--- config.mk ---
export PLATFORM = sky130hd
export DESIGN_NAME = branch_redirect_ctrl_flat
export DESIGN_NICKNAME = d
export VERILOG_FILES = /design/src/rtl/branch_redirect_ctrl_if.sv /design/src/rtl/branch_redirect_ctrl.sv /design/src/flat_wrapper.sv
export SDC_FILE = /design/constraint.sdc
export NUM_CORES = 1
export LEC_CHECK = 0
export CAP_MARGIN = 10
export CORE_AREA = 2 2 168 170
export CTS_BUF_LIST = sky130_fd_sc_hd__clkbuf_4 sky130_fd_sc_hd__clkbuf_8 sky130_fd_sc_hd__clkbuf_16
export DETAILED_ROUTE_END_ITERATION = 10
export DIE_AREA = 0 0 170 172
export PLACE_DENSITY = 0.71
export SYNTH_ARGS = -nofsm -noshare
export SYNTH_HDL_FRONTEND = slang
export SYNTH_SLANG_ARGS = --single-unit
--- constraint.sdc ---
create_clock -name clk -period 4.35 [get_ports clk]
set_input_delay 0.87 -clock clk [delete_from_list [all_inputs] [get_ports clk]]
set_output_delay 0.87 -clock clk [all_outputs]
set_load 0.01 [all_outputs]
--- src/rtl/branch_redirect_ctrl_if.sv ---
// Branch request (EX -> controller) and fetch redirect (controller -> IF) handshakes.
// The controller uses the slave modport; the EX/fetch side uses master.
interface branch_redirect_ctrl_if #(
  parameter int XLEN = 32
);
  logic            br_valid;
  logic            br_ready;
  logic [XLEN-1:0] br_pc;
  logic [XLEN-1:0] br_imm;
  logic [XLEN-1:0] br_rs1;
  logic [XLEN-1:0] br_rs2;
  logic [2:0]      br_f3;
  logic            redirect_valid;
  logic            redirect_ready;
  logic [XLEN-1:0] redirect_pc;

  modport master (
    output br_valid, br_pc, br_imm, br_rs1, br_rs2, br_f3, redirect_ready,
    input  br_ready, redirect_valid, redirect_pc
  );

  modport slave (
    input  br_valid, br_pc, br_imm, br_rs1, br_rs2, br_f3, redirect_ready,
    output br_ready, redirect_valid, redirect_pc
  );
endinterface

--- src/rtl/branch_redirect_ctrl.sv ---
// Branch resolution sequencer: IDLE -> EVAL -> REDIRECT -> FLUSH, one branch in flight.
// Optional macro BRANCH_BTFN_PREDICT_EN: fetch predicts backward-taken/forward-not-taken.
module branch_redirect_ctrl #(
  parameter int XLEN         = 32,
  parameter int FLUSH_CYCLES = 2,
  parameter int CNT_W        = 16
) (
  input  logic                 clk,
  input  logic                 rst_n,
  branch_redirect_ctrl_if.slave bus,
  output logic                 flush,
  output logic                 misalign_err,
  output logic [CNT_W-1:0]     resolved_cnt,
  output logic [CNT_W-1:0]     redirect_cnt
);

  typedef enum logic [1:0] {S_IDLE, S_EVAL, S_REDIRECT, S_FLUSH} state_e;

  localparam logic [3:0] FLUSH_LOAD = (FLUSH_CYCLES > 0) ? 4'(FLUSH_CYCLES - 1) : 4'd0;

  state_e            state_q, state_d;
  logic [XLEN-1:0]   pc_q, pc_d, imm_q, imm_d, rs1_q, rs1_d, rs2_q, rs2_d;
  logic [XLEN-1:0]   rpc_q, rpc_d;
  logic [2:0]        f3_q, f3_d;
  logic [3:0]        fcnt_q, fcnt_d;
  logic [CNT_W-1:0]  res_q, res_d, rdc_q, rdc_d;

  logic [XLEN-1:0]   target;
  logic [XLEN-1:0]   new_pc;
  logic              taken;
  logic              misalign;
  logic              need_redirect;

  // Branch condition and redirect decision, all from the captured operands.
  always_comb begin
    target = pc_q + imm_q;
    taken  = 1'b0;
    case (f3_q)
      3'b000:  taken = (rs1_q == rs2_q);
      3'b001:  taken = (rs1_q != rs2_q);
      3'b100:  taken = ($signed(rs1_q) <  $signed(rs2_q));
      3'b101:  taken = ($signed(rs1_q) >= $signed(rs2_q));
      3'b110:  taken = (rs1_q <  rs2_q);
      3'b111:  taken = (rs1_q >= rs2_q);
      default: taken = 1'b0;
    endcase
    misalign = taken && (target[1:0] != 2'b00);
`ifdef BRANCH_BTFN_PREDICT_EN
    begin : btfn
      logic            predicted;
      logic [XLEN-1:0] fallthrough;
      predicted   = imm_q[XLEN-1];
      fallthrough = pc_q + XLEN'(4);
      // A misaligned taken target is never fetched; undo a backward-taken guess only.
      if (misalign) begin
        need_redirect = predicted;
        new_pc        = fallthrough;
      end else begin
        need_redirect = (taken != predicted);
        new_pc        = taken ? target : fallthrough;
      end
    end
`else
    need_redirect = taken && !misalign;
    new_pc        = target;
`endif
  end

  always_comb begin
    state_d            = state_q;
    pc_d               = pc_q;
    imm_d              = imm_q;
    rs1_d              = rs1_q;
    rs2_d              = rs2_q;
    f3_d               = f3_q;
    rpc_d              = rpc_q;
    fcnt_d             = fcnt_q;
    res_d              = res_q;
    rdc_d              = rdc_q;
    bus.br_ready       = 1'b0;
    bus.redirect_valid = 1'b0;
    flush              = 1'b0;
    misalign_err       = 1'b0;
    case (state_q)
      S_IDLE: begin
        bus.br_ready = 1'b1;
        if (bus.br_valid) begin
          pc_d    = bus.br_pc;
          imm_d   = bus.br_imm;
          rs1_d   = bus.br_rs1;
          rs2_d   = bus.br_rs2;
          f3_d    = bus.br_f3;
          state_d = S_EVAL;
        end
      end
      S_EVAL: begin
        if (res_q != '1) res_d = res_q + 1'b1;
        misalign_err = misalign;
        if (need_redirect) begin
          rpc_d   = new_pc;
          state_d = S_REDIRECT;
        end else begin
          state_d = S_IDLE;
        end
      end
      S_REDIRECT: begin
        bus.redirect_valid = 1'b1;
        if (bus.redirect_ready) begin
          if (rdc_q != '1) rdc_d = rdc_q + 1'b1;
          if (FLUSH_CYCLES > 0) begin
            fcnt_d  = FLUSH_LOAD;
            state_d = S_FLUSH;
          end else begin
            state_d = S_IDLE;
          end
        end
      end
      S_FLUSH: begin
        flush = 1'b1;
        if (fcnt_q == 4'd0) state_d = S_IDLE;
        else                fcnt_d  = fcnt_q - 4'd1;
      end
      default: state_d = S_IDLE;
    endcase
  end

  always_ff @(posedge clk or negedge rst_n) begin
    if (!rst_n) begin
      state_q <= S_IDLE;
      pc_q    <= '0;
      imm_q   <= '0;
      rs1_q   <= '0;
      rs2_q   <= '0;
      f3_q    <= '0;
      rpc_q   <= '0;
      fcnt_q  <= '0;
      res_q   <= '0;
      rdc_q   <= '0;
    end else begin
      state_q <= state_d;
      pc_q    <= pc_d;
      imm_q   <= imm_d;
      rs1_q   <= rs1_d;
      rs2_q   <= rs2_d;
      f3_q    <= f3_d;
      rpc_q   <= rpc_d;
      fcnt_q  <= fcnt_d;
      res_q   <= res_d;
      rdc_q   <= rdc_d;
    end
  end

  assign bus.redirect_pc = rpc_q;
  assign resolved_cnt    = res_q;
  assign redirect_cnt    = rdc_q;

endmodule

--- src/flat_wrapper.sv ---
// flat-port wrapper written by rule: the top's interface ports become plain ports
module branch_redirect_ctrl_flat 
#(
  parameter int XLEN         = 32,
  parameter int FLUSH_CYCLES = 2,
  parameter int CNT_W        = 16
)
  (clk, rst_n, flush, misalign_err, resolved_cnt, redirect_cnt, bus_br_valid, bus_br_pc, bus_br_imm, bus_br_rs1, bus_br_rs2, bus_br_f3, bus_redirect_ready, bus_br_ready, bus_redirect_valid, bus_redirect_pc);
  branch_redirect_ctrl_if #(.XLEN(XLEN)) bus_i ();
  input  logic clk;
  input  logic rst_n;
  output logic flush;
  output logic misalign_err;
  output logic [CNT_W-1:0] resolved_cnt;
  output logic [CNT_W-1:0] redirect_cnt;
  input wire logic [$bits(bus_i.br_valid)-1:0] bus_br_valid;
  input wire logic [$bits(bus_i.br_pc)-1:0] bus_br_pc;
  input wire logic [$bits(bus_i.br_imm)-1:0] bus_br_imm;
  input wire logic [$bits(bus_i.br_rs1)-1:0] bus_br_rs1;
  input wire logic [$bits(bus_i.br_rs2)-1:0] bus_br_rs2;
  input wire logic [$bits(bus_i.br_f3)-1:0] bus_br_f3;
  input wire logic [$bits(bus_i.redirect_ready)-1:0] bus_redirect_ready;
  output wire logic [$bits(bus_i.br_ready)-1:0] bus_br_ready;
  output wire logic [$bits(bus_i.redirect_valid)-1:0] bus_redirect_valid;
  output wire logic [$bits(bus_i.redirect_pc)-1:0] bus_redirect_pc;
  assign bus_i.br_valid = bus_br_valid;
  assign bus_i.br_pc = bus_br_pc;
  assign bus_i.br_imm = bus_br_imm;
  assign bus_i.br_rs1 = bus_br_rs1;
  assign bus_i.br_rs2 = bus_br_rs2;
  assign bus_i.br_f3 = bus_br_f3;
  assign bus_i.redirect_ready = bus_redirect_ready;
  assign bus_br_ready = bus_i.br_ready;
  assign bus_redirect_valid = bus_i.redirect_valid;
  assign bus_redirect_pc = bus_i.redirect_pc;
  branch_redirect_ctrl #(.XLEN(XLEN), .FLUSH_CYCLES(FLUSH_CYCLES), .CNT_W(CNT_W)) u_core (.clk(clk), .rst_n(rst_n), .bus(bus_i), .flush(flush), .misalign_err(misalign_err), .resolved_cnt(resolved_cnt), .redirect_cnt(redirect_cnt));
endmodule
==> results_dict.tcl <==
set metrics [dict create \
    antenna_found_initial 1 \
    vias 7119 \
    drcViolationCount 0 \
    layout_common_cells "201 x dfrtp_1, 200 x clkdlybuf4s50_1, 125 x mux2_2, 71 x nand2_1, 67 x ha_1" \
    crit_path_start_kind "flip-flop" \
    cp.required_ps 3480 \
    viasPerCell 4.94 \
    syn-num-nets 1070 \
    hold_viol 0 \
    drtIter0Drc 218 \
    start_util_pct 36.4 \
    fillers 2476 \
    io_buffers 202 \
    cts-root-buf "clkbuf_16" \
    cts_tree "done" \
    synth_cells 867 \
    slew_headroom_pct 41.3 \
    ys_types 58 \
    globalplace.congestion 0.800 \
    grt_max_degree 106 \
    critPathMaxFanout 2 \
    dr.pass1.iters 6 \
    setup-violations-final 0 \
    clk_path_buf_depth 3 \
    tightestPinTransition_ps 881 \
    power_leakage_nw 5.78 \
    wl_per_cell_microns 15.7 \
    grt_pass1_vias 7282 \
    synth_edf_count 0 \
    powerDensity_nw_per_um2 775 \
    clock_skew_ps 11.0 \
    r2r_slack_ps 780 \
    r2r-end "u_core.bus.redirect_pc[30]$_DFFE_PN0P_" \
    dieArea_sq_um 29200 \
    fin_crit_ps 4160 \
    worstSetupStartpoint "u_core.rs1_q[21]$_DFFE_PN0P_" \
    cts.sinks 201 \
    postCtsSetupBuffers 0 \
    nets 1281 \
    grt_overflow_total 0 \
    fin_cells 1441 \
    dp_cells 1399 \
    dp_hpwl_mm 16.6 \
    synth_area_sq_um 10000 \
    core_sq_um 27500 \
    ys_ff_latch 201 \
    synthArstFlopShare_pct 100 \
    peakVddDrop_uv 410 \
    numCtsBuffers 23 \
    die_h_microns 172 \
    slew_viol_final 0 \
    reg2regPathDepth 12 \
    fmax_mhz 240 \
    ios 203 \
    syn2layout_area_growth_pct 32.5 \
    maxCapViolations 0 \
    drive_gt1_share_pct 17.5 \
    layout_commonest_cell "dfrtp_1" \
    endpoint "misalign_err" \
    rows 61 \
    die_w_microns 170 \
    synth_seq_area_share_pct 50.2 \
    insertion_delay_ps 500 \
    fin_crit_sh_pct 95.6 \
    clkTransAtPathRegs_ps 60 \
    crit_type "flip-flop to output pin" \
    tns_ps 0 \
    wl_mm 22.7 \
    yosysWarnings 0 \
    avgSynthCellArea_sq_um 11.5 \
    r2r-start "u_core.rs1_q[26]$_DFFE_PN0P_" \
    grt_pass1_wl_mm 36.6 \
    end_kind "output pin" \
    yosys_most_used_dff "dfrtp_1" \
    holdBufCountCts 0 \
    track_usage_pct 15.5 \
    antenna_left 0 \
    rsz0062_at_grt "no" \
    outcome "completed" \
    htree_levels 1 \
    cp.arrival_ps 3290 \
    holdCritPathClass "input pin to async pin" \
]
==> through the flow <==
stage          utilization [%]  worst slack, ps  instance area, sq um  hold WS [ps]  power (mW)
2_1_floorplan                -             1160                 10000           485        6.81
3_3_place_gp              45.4              512                 12500           479        8.19
3_5_place_dp              45.4              449                 12500           479        8.33
4_1_cts                   48.2              132                 13300           492        10.4
5_1_grt                   48.3             26.3                 13300           506        11.2
6_report                  48.3              191                 13300           483        10.3
==> critical path, cell delays in order, from the launching register on <==
cell           delay [ps]
dfrtp_1               380
ha_1                  310
a21oi_1               160
o21ai_0               110
a221oi_1              430
nor2_1                100
nor3_2                270
mux2_2                380
o21ai_0               230
nor4_1                 80
dlygate4sd2_1         330
==> final cells by class <==
class | count | area [sq um] | area share (%)
flip-flops and latches | 201 | 5030 | 37.9
multi-input cells | 592 | 4700 | 35.4
repair buffers | 210 | 2120 | 16.0
clock buffers | 35 | 709 | 5.35
well taps | 346 | 433 | 3.26
inverters | 50 | 188 | 1.42
clock inverters | 6 | 80.1 | 0.604
diodes | 1 | 2.50 | 0.0189
==> how the worst min path moves through the flow <==
stage	end	slack [ps]	from
2_1_floorplan	u_core.rs1_q[14]$_DFFE_PN0P_	480	u_core.rs1_q[14]$_DFFE_PN0P_
3_3_place_gp	u_core.redirect_cnt[9]$_DFFE_PN0P_	480	u_core.redirect_cnt[9]$_DFFE_PN0P_
3_5_place_dp	u_core.redirect_cnt[9]$_DFFE_PN0P_	480	u_core.redirect_cnt[9]$_DFFE_PN0P_
4_1_cts	u_core.redirect_cnt[9]$_DFFE_PN0P_	490	u_core.redirect_cnt[9]$_DFFE_PN0P_
5_1_grt	u_core.resolved_cnt[13]$_DFFE_PN0P_	510	u_core.resolved_cnt[13]$_DFFE_PN0P_
6_report	u_core.rs1_q[6]$_DFFE_PN0P_	480	rst_n
==> state kept, by name, summed over array words and instances, names as in the netlist, named ones only <==
| signal | count |
|---|---|
| u_core.bus.redirect_pc | 32 |
| u_core.f3_q | 3 |
| u_core.fcnt_q | 4 |
| u_core.imm_q | 32 |
| u_core.pc_q | 32 |
| u_core.redirect_cnt | 16 |
| u_core.resolved_cnt | 16 |
| u_core.rs1_q | 32 |
| u_core.rs2_q | 32 |
| u_core.state_q | 1 |
==> per-layer routing <==
layer / up-vias / part of all wire (%) / global-route usage, %
met5: - / 0 / 0
met4: 0 / 2.7 / 4.24
met3: 32 / 4.7 / 2.84
met2: 149 / 47 / 26.4
met1: 3447 / 45 / 20.4
li1: 3491 / - / -
==> power breakdown <==
group,leakage (nW),switching [mW],internal (mW)
Clock,0.401,0.737,1.24
Combinational,2.92,2.48,2.63
Sequential,2.45,0.491,2.70
==> Yosys cell counts, types with 2 or more instances <==
library cell / count / area share (%)
o2111ai_1: 2 / 0.18
buf_1: 5 / 0.19
nor2_1: 32 / 1.2
or2_2: 2 / 0.12
a21oi_1: 42 / 2.1
xor2_1: 20 / 1.7
and2_1: 5 / 0.31
a21o_1: 14 / 1.0
o21bai_1: 3 / 0.22
a31o_2: 2 / 0.18
a211oi_1: 3 / 0.22
mux2_2: 125 / 14
nor3_1: 8 / 0.40
o21ai_0: 54 / 2.7
dfrtp_1: 201 / 50
o311a_1: 2 / 0.20
nand4_1: 12 / 0.75
a221oi_1: 4 / 0.35
xnor2_1: 39 / 3.4
a21boi_0: 2 / 0.15
a22o_1: 3 / 0.26
inv_1: 50 / 1.9
a41oi_1: 3 / 0.26
nand3_1: 17 / 0.85
mux2i_1: 2 / 0.20
nor2b_1: 7 / 0.44
ha_1: 67 / 8.4
nand2_1: 71 / 2.7
or3_1: 3 / 0.19
or3b_2: 2 / 0.18
o211ai_1: 6 / 0.45
and4_1: 3 / 0.26
buf_6: 2 / 0.22
nand2b_1: 4 / 0.25
and3_1: 5 / 0.31
clkbuf_1: 16 / 0.60
nand4_2: 2 / 0.25
o21a_1: 7 / 0.52
==> kinds of logic after synthesis <==
| family | after synthesis | synth area share, % |
|---|---|---|
| AO/OA/AOI/OAI | 157 | 9.72 |
| multiplexers | 127 | 14.3 |
| adder cells (fa/ha/maj) | 68 | 8.57 |
| buffers and inverters | 74 | 2.94 |
| AND/OR/NAND/NOR | 181 | 9.10 |
| flip-flops | 201 | 50.2 |
| XOR/XNOR | 59 | 5.16 |
==> what timing repair did <==
action / in CTS / in global routing
endpoints found under the hold margin: 0 / 0
gates resized for setup: 1 / 1
gates cloned: 0 / 0
endpoints found under the setup margin: 1 / 1
pin swaps: 0 / 1
(Power assumes the default switching activity.)
